<file path="src/rtl/pipeline_stall_controller.sv">
// Stall/flush sequencer for the 5-stage pipeline: arbitrates load-use stalls,
// branch flushes and multi-cycle data-memory accesses, with a wait watchdog.
module pipeline_stall_controller #(
  parameter int unsigned TIMEOUT = 15
) (
  input  logic        clk_i,
  input  logic        rst_i,
  input  logic        hazard_i,
  input  logic        branch_i,
  input  logic        mem_access_i,
  input  logic        mem_ack_i,
  output logic        pc_stall_o,
  output logic        ifid_stall_o,
  output logic        ifid_flush_o,
  output logic        idex_bubble_o,
  output logic        freeze_o,
  output logic        mem_req_o,
  output logic        timeout_o,
  output logic [15:0] stall_cnt_o,
  output logic [1:0]  state_o
);

  typedef enum logic [1:0] {
    ST_RUN      = 2'd0,
    ST_MEM_WAIT = 2'd1,
    ST_ERROR    = 2'd2
  } state_e;

  localparam logic [7:0] TIMEOUT_C = 8'(TIMEOUT);

  state_e      state_q, state_d;
  logic [7:0]  wait_cnt_q, wait_cnt_d;
  logic [15:0] stall_cnt_q, stall_cnt_d;

  logic pc_stall, ifid_stall, ifid_flush, idex_bubble, freeze;

  always_comb begin
    state_d     = state_q;
    wait_cnt_d  = wait_cnt_q;
    pc_stall    = 1'b0;
    ifid_stall  = 1'b0;
    ifid_flush  = 1'b0;
    idex_bubble = 1'b0;
    freeze      = 1'b0;

    case (state_q)
      ST_RUN: begin
        if (mem_access_i) begin
          freeze     = 1'b1;
          pc_stall   = 1'b1;
          ifid_stall = 1'b1;
          state_d    = ST_MEM_WAIT;
          wait_cnt_d = 8'd0;
        end else begin
          // A branch under a load-use stall is re-presented next cycle.
          pc_stall    = hazard_i;
          ifid_stall  = hazard_i;
          idex_bubble = hazard_i;
          ifid_flush  = branch_i & ~hazard_i;
        end
      end
      ST_MEM_WAIT: begin
        if (mem_ack_i) begin
          pc_stall    = hazard_i;
          ifid_stall  = hazard_i;
          idex_bubble = hazard_i;
          ifid_flush  = branch_i & ~hazard_i;
          state_d     = ST_RUN;
          wait_cnt_d  = 8'd0;
        end else begin
          freeze     = 1'b1;
          pc_stall   = 1'b1;
          ifid_stall = 1'b1;
          wait_cnt_d = wait_cnt_q + 8'd1;
          if (wait_cnt_q + 8'd1 >= TIMEOUT_C) begin
            state_d = ST_ERROR;
          end
        end
      end
      ST_ERROR: begin
        freeze     = 1'b1;
        pc_stall   = 1'b1;
        ifid_stall = 1'b1;
      end
      default: begin
        state_d    = ST_RUN;
        wait_cnt_d = 8'd0;
      end
    endcase

    // Outputs stay quiet while reset is held.
    if (rst_i) begin
      pc_stall    = 1'b0;
      ifid_stall  = 1'b0;
      ifid_flush  = 1'b0;
      idex_bubble = 1'b0;
      freeze      = 1'b0;
    end

    stall_cnt_d = stall_cnt_q;
    if (pc_stall && (stall_cnt_q != 16'hFFFF)) begin
      stall_cnt_d = stall_cnt_q + 16'd1;
    end
  end

  always_ff @(posedge clk_i) begin
    if (rst_i) begin
      state_q     <= ST_RUN;
      wait_cnt_q  <= 8'd0;
      stall_cnt_q <= 16'd0;
    end else begin
      state_q     <= state_d;
      wait_cnt_q  <= wait_cnt_d;
      stall_cnt_q <= stall_cnt_d;
    end
  end

  assign pc_stall_o    = pc_stall;
  assign ifid_stall_o  = ifid_stall;
  assign ifid_flush_o  = ifid_flush;
  assign idex_bubble_o = idex_bubble;
  assign freeze_o      = freeze;
  assign mem_req_o     = (state_q == ST_MEM_WAIT);
  assign timeout_o     = (state_q == ST_ERROR);
  assign stall_cnt_o   = stall_cnt_q;
  assign state_o       = state_q;

endmodule
</file>
<file path="config.mk">
export PLATFORM = sky130hd
export DESIGN_NAME = pipeline_stall_controller
export DESIGN_NICKNAME = d
export VERILOG_FILES = /design/src/rtl/pipeline_stall_controller.sv
export SDC_FILE = /design/constraint.sdc
export NUM_CORES = 1
export LEC_CHECK = 0
export BUFFER_PORTS_ARGS = -buffer_cell sky130_fd_sc_hd__buf_2
export CORE_AREA = 2 2 65 67
export DETAILED_ROUTE_END_ITERATION = 6
export DIE_AREA = 0 0 67 69
export MAX_ROUTING_LAYER = met4
export PLACE_DENSITY = 0.68
export SYNTH_ARGS = -nofsm -noshare
export SYNTH_HDL_FRONTEND = slang
export SYNTH_SLANG_ARGS = --single-unit
export TNS_END_PERCENT = 10
</file>
<file path="constraint.sdc">
create_clock -name clk_i -period 1.5 [get_ports clk_i]
set_input_delay 0.15 -clock clk_i [delete_from_list [all_inputs] [get_ports clk_i]]
set_output_delay 0.15 -clock clk_i [all_outputs]
set_load 0.005 [all_outputs]
</file>
# After elaboration in Yosys (flattened, before gate mapping)
# Index checks and enable logic that the tools add are counted.
# Widths: inputs -> output; s select.
dict set report op_classes {
  bitwise 3
  mux 23
  addsub 2
  n_lt_le_gt_ge 1
  eq_ne 5
  n_reduce_logical 4
}
# op n
set ops {}
lappend ops {{$pmux 8 s3} 1}
lappend ops {{$add 16x1->16 const B} 1}
lappend ops {{$mux 8} 2}
lappend ops {{$ne 16x16->1 const B} 1}
lappend ops {{$mux 1} 12}
lappend ops {{$add 8x1->8 const B} 1}
lappend ops {{$ge 8x4->1 const B} 1}
lappend ops {{$mux 2} 3}
lappend ops {{$pmux 1 s3} 2}
lappend ops {{$pmux 2 s3} 1}
lappend ops {{$pmux 1 s2} 2}
lappend ops {{$ne 3x2->1 const B} 1}
lappend ops {{$reduce_and 3->1} 1}
lappend ops {{$eq 2x1->1 const B} 1}
lappend ops {{$eq 2x2->1 const B} 1}
lappend ops {{$logic_not 2->1} 1}
lappend ops {{$ne 2x2->1 const B} 1}
lappend ops {{$not 1->1} 2}
lappend ops {{$reduce_and 2->1} 1}
lappend ops {{$and 1x1->1} 1}
lappend ops {{$logic_and 1x1->1} 1}
dict set report totals {
  ff_bits 26
  output_inout_bits 25
  wordCells 41
  inputBits 6
}

# Depth between registers and ports, before layout
dict set report depth {
  word_depth 5
  mapped_depth 9
  mapped_depth_nobuf 7
}

# Least setup slack after synthesis
# Ideal clock, no wire load.
dict set report synth_timing {
  kind {flip-flop to flip-flop}
  start {reg stall_cnt_q[2] (netlist: stall_cnt_o[2])}
  end {reg stall_cnt_q[7] (netlist: stall_cnt_o[7])}
  path_stages_with_launch 7
  synth_period_minus_slack_ns 1.601
  required_time_ns 1.377
  path_slack_ns -0.101
  path_buffers 1
  arrival_time_ns 1.478
  setup_ns 0.123
  path_cell_list {dfxtp_1 > and4_4 > nand3_1 > nor3_2 > buf_4 > nor3b_1 > mux2_1}
}
dict set report synth_via {
  elab_chain_len 2
  word_cells_on_any_way 3
  classes_between {add/sub (1); eq/ne (1); reduce/logical (1)}
}
# element line
set synth_lines {}
lappend synth_lines {{start, declared} 33} ;# logic [15:0] stall_cnt_q, stall_cnt_d;
lappend synth_lines {{start signal, assigned} 114} ;# stall_cnt_q <= stall_cnt_d;
lappend synth_lines {{parallel branches: the longest is 2 deep, another holds $add 16x1->16} -}
# Several ways; the timed one is not identified.
# A chain may end at the register's enable or synchronous reset.

# Worst setup path after layout
dict set report layout_timing {
  start {reg state_q[0] (netlist: state_o[0])}
  end {reg stall_cnt_q[4] (netlist: stall_cnt_o[4])}
}
dict set report layout_via {
  elab_chain_len 4
  word_cells_on_any_way 6
  classes_between {eq/ne (2); mux (2); reduce/logical (2)}
}
# element line
set layout_lines {}
lappend layout_lines {{start, declared} 31} ;# state_e state_q, state_d;
lappend layout_lines {{start signal, assigned} 112} ;# state_q <= state_d;
lappend layout_lines {{$eq 2x2->1, or another cell as far along} 46} ;# case (state_q)
lappend layout_lines {{$pmux 1 s3 *} 46}
lappend layout_lines {{$mux 1 *} 92} ;# if (rst_i) begin
lappend layout_lines {{$logic_and 1x1->1 *} 101} ;# if (pc_stall && (stall_cnt_q != 16'hFFFF)) begin
# Every way passes the cells marked *; elsewhere a longest branch is shown, timed or not.

==> metrics.cfg <==
[yosys]
synth-simple-area-share_pct=31.74
synth_edf_count=0
synth-xor-area-share_pct=1.727
syn_inst=185
synth_area_um2=1521
muxShareOfSynthArea_pct=3.536
yosys_most_used_dff=dfxtp_1
yosysWarnings=0
avgSynthCellArea_um2=8.224
synth_fa_ha_area_share_pct=2.467
ys_ff_latch=26
syn-num-nets=194
synth_compound_area_share_pct=19.65
async_flop_share_pct=0
yosysUniqueCellTypes=51
synth_top_family_by_area=simple AND/OR/NAND/NOR gates
ys_seq_area_share_pct=34.21

[drt]
drtPass1Iterations=4
avgViaCountPerCell=5.443
drt-total-wl_um=4277
ant_nets=0
dr.first_iter.drc_count=77
vias=1660
wl_per_cell_um=14.02
drc=0

[worst_setup_path]
worstPathArrival_ps=1800
cpPeakStageDelay_ps=490
slowest_stage=or4_1
crit_family=simple AND/OR/NAND/NOR gates
crit_fanout=6
cp-end-kind=register
critical_path_class=register to register
start_kind=register
critPathBufInv=2
crit_chain=nor4_4, nor2_2, nand2_4, buf_12, buf_4, or4_1, nand2_1
worstPathRequired_ps=1720

[finish]
drive_gt1_share_pct=48.63
most-common-layout-cells=buf_4 (43), buf_2 (28), a21oi_1 (17), nand2_1 (14), dfxtp_1 (14)
fin_cells=305
area_delta_synth_final_pct=51.23
final_area_um2=2301
antenna_cells=0
nNetsFinal=266
final_common_cell=buf_4

[worst_hold_path]
worstHoldPathType=input pin to register

[power]
p_leak_uw=0.0009557
p_per_area_nw_per_um2=604.7
p_sw_share_pct=26.22
irDropWorstVdd_uv=280.9
total_power_uw=1391
seq_power_share_pct=51.2
intPower_uw=1026
switchingPower_uw=364.8
p_comb_share_pct=20.3
clkPwrFrac_pct=28.5

[die]
dieArea_um2=4623
io_pins=31
chipHeight_um=69
dieWidth_um=67
placementRows=23
start_util_pct=38.87
core_area_um2=3914

[timing]
fmax_mhz=630.8
rsz0062_at_grt=true
relSlewSlack_pct=74.87
min_period_ps=1585
hold_viol_final=0
setup_ws_ps=-85.18
setup_viol=15
slew_viol_final=0
skew_ps=5.076
post-route-period-util_pct=105.7
tightest_slew_ps=375.3

[clock_tree]
htree_levels=1
clock_latency_ps=270
clock-root-buffer=clkbuf_8
numClockSinks=26
cts_tree=yes
ctsHoldBuffers=0
cts_buffer_depth=2
clk_pin_slew_ps=90
cts_made_buffers=3

[global_routing]
grt_max_degree=28
antenna_found_initial=0
grt_pass1_vias=1535
grt_pass1_wl_um=7003
track_usage_pct=19.46
globalRoute.totalOverflow=0

[placement]
io_buffers=30
place_area_um2=2014
gp_congestion=0.8321
hpwl_um=2870
dp.cells=295
detailedPlace.worstSlack_ps=-58.14

[job]
cap_violations=0

[outcome]
violations=negative setup slack
status=finished, violations left

==> power groups by stage <==
stage	combinational [uW]	clock [uW]	sequential [uW]
6_report	283	397	712
5_1_grt	311	436	714
4_1_cts	268	410	711
3_5_place_dp	211	0	726
3_3_place_gp	209	0	726
2_1_floorplan	112	0	731
==> flip-flops by register name, summed over array words and instances, names as in the netlist <==
signal       cells
state_o          2
stall_cnt_o     16
wait_cnt_q       8
==> worst reg2reg max path: stages, from the launching register on <==
cell,delay [ps]
dfxtp_2,370
nor4_4,60
nor2_2,150
nand2_4,110
buf_12,150
buf_4,150
or4_1,490
nand2_1,60
==> per-layer routing <==
metal,wire length [um],up-vias,GRT usage (%)
li1,-,832,-
met1,1936,781,26.74
met2,2126,43,30.25
met3,169,4,1.958
met4,44,0,5.442
met5,0,-,-
==> synthesized netlist by cell type (2+ instances only) <==
library cell  instances  area, um2
nand3_1               6      30.03
o31ai_1               5      37.54
buf_4                 2      15.01
nor3_1                6      30.03
o311ai_0              3      26.28
nor2b_1               5      31.28
mux2i_1               2      20.02
nor3b_1               2      15.01
nand4b_1              2      17.52
mux2_2                2      22.52
dfxtp_1              26      520.5
o21ai_1               2      10.01
nand4_1               4      25.02
buf_6                 2      22.52
nand2_1              15      56.30
a31oi_1               2      12.51
or4b_1                2      20.02
or4_1                 6      45.04
o41ai_1               3      26.28
xnor2_1               3      26.28
and4_4                2      22.52
and4_1                3      26.28
clkbuf_1              5      18.77
inv_1                 8      30.03
nand3b_1              2      15.01
ha_1                  3      37.54
or3_1                 3      18.77
buf_2                 2      10.01
a21oi_1              19      95.09
and3_1                3      18.77
nor2_1               11      41.29
o21ai_0               5      25.02
==> repair_timing <==
action                                  CTS  global route
gates resized for setup                  20            25
pin swaps                                15             5
endpoints found under the setup margin   17            24
buffers inserted                          7             0
gates cloned                              1             0
==> kinds of logic (layout without fill, tap and decap cells) <==
kind of cell | count (synthesis) | count (layout)
AO/OA/AOI/OAI | 47 | 47
AND/OR/NAND/NOR | 81 | 81
adder cells (fa/ha/maj) | 3 | 3
buffers and inverters | 20 | 90
XOR/XNOR | 3 | 3
flip-flops | 26 | 26
multiplexers | 5 | 5
==> through the flow <==
| step | util (%) | hold WS [ps] | setup TNS, ps |
|---|---|---|---|
| after floorplan | - | 351.0 | -206.2 |
| after global placement | 51.47 | 492.3 | -110.2 |
| after detailed placement | 51.47 | 510.7 | -433.2 |
| after CTS | 56.14 | 310.8 | -974.7 |
| after global routing | 58.79 | 354.6 | -2244 |
| final | 58.79 | 349.2 | -753.1 |
==> final cells by class <==
class | count | area, um2
well taps | 50 | 62.56
clock buffers | 3 | 41.29
inverters | 8 | 32.53
repair buffers | 79 | 578.1
fillers | 382 | 1613
flip-flops and latches | 26 | 538.0
multi-input cells | 139 | 1049
==> final timing paths <==
check / start / end / slack, ps / depth (start not counted)
worst min-delay path: mem_access_i / state_o[0]$_SDFFE_PP0P_ / 350 / 4
worst min register to register: stall_cnt_o[12]$_SDFFE_PP0P_ / stall_cnt_o[12]$_SDFFE_PP0P_ / 510 / 2
worst max register to register: state_o[0]$_SDFFE_PP0P_ / stall_cnt_o[4]$_SDFFE_PP0P_ / -90 / 7
worst max-delay path: state_o[0]$_SDFFE_PP0P_ / stall_cnt_o[4]$_SDFFE_PP0P_ / -90 / 7
No activity file was read; power rests on OpenSTA's default activity.
